$ cat src/rtl/act_skew_feeder.sv
// Activation FIFO feeding a row-skewed register triangle into the weight-stationary PE array.
// Optional FEEDER_PERF_CNT_EN adds issued-vector and bubble counters.
module act_skew_feeder #(
  parameter int unsigned WORDWIDTH = 8,
  parameter int unsigned ROWS      = 4,
  parameter int unsigned DEPTH     = 4
) (
  input  logic                      clk,
  input  logic                      reset_n,
  input  logic                      mode,
  input  logic                      in_valid,
  output logic                      in_ready,
  input  logic [WORDWIDTH*ROWS-1:0] in_data,
  input  logic                      in_last,
  output logic [WORDWIDTH*ROWS-1:0] a_out,
  output logic [ROWS-1:0]           enable_out,
  output logic                      busy,
`ifdef FEEDER_PERF_CNT_EN
  output logic [31:0]               perf_issued,
  output logic [31:0]               perf_bubbles,
`endif
  output logic                      done
);

  localparam logic MODE_PS = 1'b1;
  localparam int unsigned VW = WORDWIDTH * ROWS;
  localparam int unsigned PW = (DEPTH > 1) ? $clog2(DEPTH) : 1;
  localparam int unsigned CW = PW + 1;

  logic [VW:0]   mem_q [DEPTH];
  logic [PW-1:0] wr_ptr_q, rd_ptr_q;
  logic [CW-1:0] count_q;
  logic          push, pop, ps;
  logic [VW:0]   head;
  logic [VW-1:0] iss_data;
  logic          iss_last;
  logic [ROWS-1:0] lst_q;
  logic [ROWS-1:0] row_busy;

  assign ps       = (mode == MODE_PS);
  assign in_ready = (count_q != CW'(DEPTH));
  assign push     = in_valid && in_ready;
  assign pop      = ps && (count_q != '0);
  assign head     = mem_q[rd_ptr_q];
  assign iss_data = pop ? head[VW-1:0] : '0;
  assign iss_last = pop && head[VW];

  always_ff @(posedge clk) begin
    if (push) mem_q[wr_ptr_q] <= {in_last, in_data};
  end

  always_ff @(posedge clk or negedge reset_n) begin
    if (!reset_n) begin
      wr_ptr_q <= '0;
      rd_ptr_q <= '0;
      count_q  <= '0;
    end else begin
      if (push) wr_ptr_q <= wr_ptr_q + 1'b1;
      if (pop)  rd_ptr_q <= rd_ptr_q + 1'b1;
      case ({push, pop})
        2'b10:   count_q <= count_q + 1'b1;
        2'b01:   count_q <= count_q - 1'b1;
        default: count_q <= count_q;
      endcase
    end
  end

  // Row r is a chain of r+1 stages; stage 0 of every row loads from the same issue slot.
  for (genvar r = 0; r < ROWS; r++) begin : g_row
    logic [r:0]           vld_q, v_in;
    logic [WORDWIDTH-1:0] dat_q [r+1];
    logic [WORDWIDTH-1:0] d_in  [r+1];

    for (genvar k = 0; k <= r; k++) begin : g_stage
      if (k == 0) begin : g_head
        assign v_in[0] = pop;
        assign d_in[0] = iss_data[r*WORDWIDTH +: WORDWIDTH];
      end else begin : g_link
        assign v_in[k] = vld_q[k-1];
        assign d_in[k] = dat_q[k-1];
      end
    end

    always_ff @(posedge clk or negedge reset_n) begin
      if (!reset_n) begin
        vld_q <= '0;
        dat_q <= '{default: '0};
      end else if (!ps) begin
        vld_q <= '0;
        dat_q <= '{default: '0};
      end else begin
        vld_q <= v_in;
        dat_q <= d_in;
      end
    end

    assign a_out[r*WORDWIDTH +: WORDWIDTH] = dat_q[r];
    assign enable_out[r] = vld_q[r];
    assign row_busy[r]   = |vld_q;
  end

  // The last-of-tile tag only matters on the deepest row, so it rides a single chain.
  always_ff @(posedge clk or negedge reset_n) begin
    if (!reset_n)  lst_q <= '0;
    else if (!ps)  lst_q <= '0;
    else if (ROWS == 1) lst_q <= ROWS'(iss_last);
    else           lst_q <= {lst_q[ROWS-2:0], iss_last};
  end

  assign done = enable_out[ROWS-1] && lst_q[ROWS-1];
  assign busy = (count_q != '0) || (|row_busy);

`ifdef FEEDER_PERF_CNT_EN
  logic [31:0] issued_q, bubbles_q;

  always_ff @(posedge clk or negedge reset_n) begin
    if (!reset_n) begin
      issued_q  <= '0;
      bubbles_q <= '0;
    end else begin
      if (pop)                       issued_q  <= issued_q + 32'd1;
      if (ps && (count_q == '0))     bubbles_q <= bubbles_q + 32'd1;
    end
  end

  assign perf_issued  = issued_q;
  assign perf_bubbles = bubbles_q;
`endif

endmodule

$ cat config.mk
export PLATFORM = sky130hd
export DESIGN_NAME = act_skew_feeder
export DESIGN_NICKNAME = d
export VERILOG_FILES = /design/src/rtl/act_skew_feeder.sv
export SDC_FILE = /design/constraint.sdc
export NUM_CORES = 1
export LEC_CHECK = 0
export BUFFER_PORTS_ARGS = -buffer_cell sky130_fd_sc_hd__buf_4
export CAP_MARGIN = 20
export CORE_AREA = 8 8 122 124
export CTS_CLUSTER_SIZE = 28
export DETAILED_ROUTE_END_ITERATION = 10
export DIE_AREA = 0 0 130 132
export GPL_TIMING_DRIVEN = 0
export PLACE_DENSITY = 0.94
export SYNTH_ARGS = -nofsm -noshare
export SYNTH_HDL_FRONTEND = slang
export SYNTH_SLANG_ARGS = --single-unit
$ cat constraint.sdc
create_clock -name clk -period 5.3 [get_ports clk]
set_clock_uncertainty 0.2 [all_clocks]
set_input_delay 1.06 -clock clk [delete_from_list [all_inputs] [get_ports clk]]
set_output_delay 1.06 -clock clk [all_outputs]
set_load 0.005 [all_outputs]
==> flow_metrics.tcl <==
set metrics [dict create \
    run_status "finished clean" \
    synth_xor_area_frac 0.00656 \
    worstMarginPinSlew_ps 920 \
    rr_worst_depth 9 \
    synthesis.nets 442 \
    syn_avg_cell_area_um2 20.1 \
    viasPerCell 5.44 \
    placementRows 42 \
    final_hold_viol_count 0 \
    drv_slew 0 \
    worst-endpoint-required_ps 5510 \
    initial_core_util 0.617 \
    holdPathStages 1 \
    grt_max_degree 96 \
    holdCritPathClass "flop to flop" \
    p_leak_nw 3.90 \
    area_growth_pct 19.6 \
    synth_simple_gate_area_frac 0.0778 \
    grt.overflow.total 0 \
    core_mm2 0.0130 \
    tns_ps 0 \
    vias 3758 \
    placed_area_mm2 0.00879 \
    fin_nets 542 \
    min_period_over_period 0.540 \
    finalSetupViolations 0 \
    path_max_fanout 10 \
    drv_cap 0 \
    wl_per_cell_um 21.4 \
    ys.flop_type "edfxtp_1" \
    synthAdderAreaFrac 0.0103 \
    synth.cell_area_mm2 0.00801 \
    rsz0062_at_grt "false" \
    cts_root_buf "clkbuf_16" \
    synth.area.mux_share 0.0959 \
    grt_pass1_vias 4186 \
    routed_wl_um 14800 \
    end_kind "flop" \
    stdcell_area_mm2 0.00958 \
    post_synth_num_cell_types 23 \
    synth-seq-cells 227 \
    die-area_mm2 0.0172 \
    clock_path_buffers 3 \
    power_density_mw_per_mm2 529 \
    finalCriticalPeriod_ps 2860 \
    fmax_mhz 349 \
    worst_slack_ps 2440 \
    holdWs_ps 252 \
    synth-compound-area-share 0.00250 \
    die_h_um 132 \
    io_buffers 75 \
    finalWeightedCongestion 0.757 \
    drt_iter0_drc 340 \
    cts_tree "yes" \
    postCtsHoldBufs 0 \
    yosys-top-cells-count "132 x edfxtp_1, 95 x dfrtp_1, 88 x and2_1" \
    worstPathArrival_ps 3080 \
    synthCells 399 \
    drcViolationCount 0 \
    drive_gt1_frac 0.317 \
    dpl_worst_slack_ps 1900 \
    antenna_left 0 \
    vdd_drop_max_v 0.000334 \
    first_pass_iters 4 \
    htreeDepth 1 \
    synth-seq-area-share 0.792 \
    cts_setup_buffers 0 \
    synth_edf_count 132 \
    diodes 0 \
    ys_warn_count 0 \
    relSlewSlack 0.387 \
    ioPinCount 76 \
    insertion_delay_ps 490 \
    die_w_um 130 \
    cts-resized-gates 0 \
    synth_top_area_frac 0.495 \
    antenna_found_initial 0 \
    cts.sinks 227 \
    track_usage 0.180 \
    path_class "input pin to flop" \
    async_flop_share 0.419 \
    hpwl_um 8410 \
    synth_most_common_cell "edfxtp_1" \
    synth_top_family_by_area "multiplexers" \
    start_kind "input pin" \
    synth_area_leaders "edfxtp_1 49%, dfrtp_1 30%, mux4_2 9.3%, and2_1 6.9%, ha_1 0.78%" \
    clk_pin_slew_worst_paths_ps 60 \
    grt_pass1_wl_um 23300 \
    numCtsBuffers 22 \
    yosysTopAreaCell "edfxtp_1" \
]
## per-layer routing
metal,share of wire,global-route usage,vias up
met5,0,0,-
met2,0.52,0.305,146
met4,0.022,0.0587,0
met3,0.065,0.0364,26
met1,0.39,0.226,1940
li1,-,-,1646
## critical path: stages
cell	delay, ps
buf_4	90
clkbuf_1	290
clkbuf_1	360
o31a_2	220
ha_1	180
inv_1	60
fa_1	370
xor2_1	150
nor2_1	120
xor2_1	160
## kinds of logic (layout without fill, tap and decap cells)
kind of cell,Yosys count,in the layout
multiplexers,35,35
buffers and inverters,24,140
AND/OR/NAND/NOR,99,99
flip-flops,227,227
AO/OA/AOI/OAI,2,2
adder cells (fa/ha/maj),6,6
XOR/XNOR,6,6
## registers in the layout, indices dropped and copies added, names as in the netlist
register	flops
lst_q	4
wr_ptr_q	2
g_row.d_in	48
rd_ptr_q	2
a_out	24
mem_q	132
g_row.vld_q	4
g_row.dat_q	8
count_q	3
## final cells by class
class	instances	area, um^2
plain buffers	18	101
clock buffers	36	736
clock inverters	4	23.8
fillers	702	3400
inverters	6	22.5
multi-input cells	148	1550
flip-flops and latches	227	6340
well taps	176	220
repair buffers	76	591
## stage by stage
stage	power, mW	instances	util
final	5.07	691	0.738
after global routing	5.28	691	0.738
after CTS	5.10	690	0.736
after detailed placement	3.50	650	0.678
after global placement	3.42	650	0.678
after floorplan	3.13	399	-
## power breakdown
group          total, mW  internal [mW]  switching (mW)
combinational       1.07          0.540           0.525
sequential          2.43           2.30           0.133
clock               1.57          0.949           0.624
total               5.07           3.79            1.28
## final timing paths
check	from	to	slack [ps]
max in group asynchronous	reset_n	a_out[17]$_DFF_PN0_	3940
worst min-delay path	g_row[2].d_in[7]$_DFF_PN0_	a_out[23]$_DFF_PN0_	250
worst min register to register	g_row[2].d_in[7]$_DFF_PN0_	a_out[23]$_DFF_PN0_	250
min in group asynchronous	reset_n	g_row[3].d_in[2]$_DFF_PN0_	300
worst max-delay path	mode	count_q[2]$_DFFE_PN0P_	2440
worst max register to register	count_q[0]$_DFFE_PN0P_	count_q[2]$_DFFE_PN0P_	2840
## layout by cell type, fill, tap and decap left out, types with 2 or more instances in the layout
cell,instances
buf_4,77
clkinv_2,3
ha_1,5
o31a_2,2
dfrtp_1,95
mux4_2,33
and3_2,4
clkbuf_8,9
inv_1,6
and2_1,88
xnor2_1,3
nand2_1,2
clkbuf_16,24
clkbuf_1,13
buf_2,3
buf_6,3
xor2_1,3
edfxtp_1,132
Power figures use the tool's default switching activity.
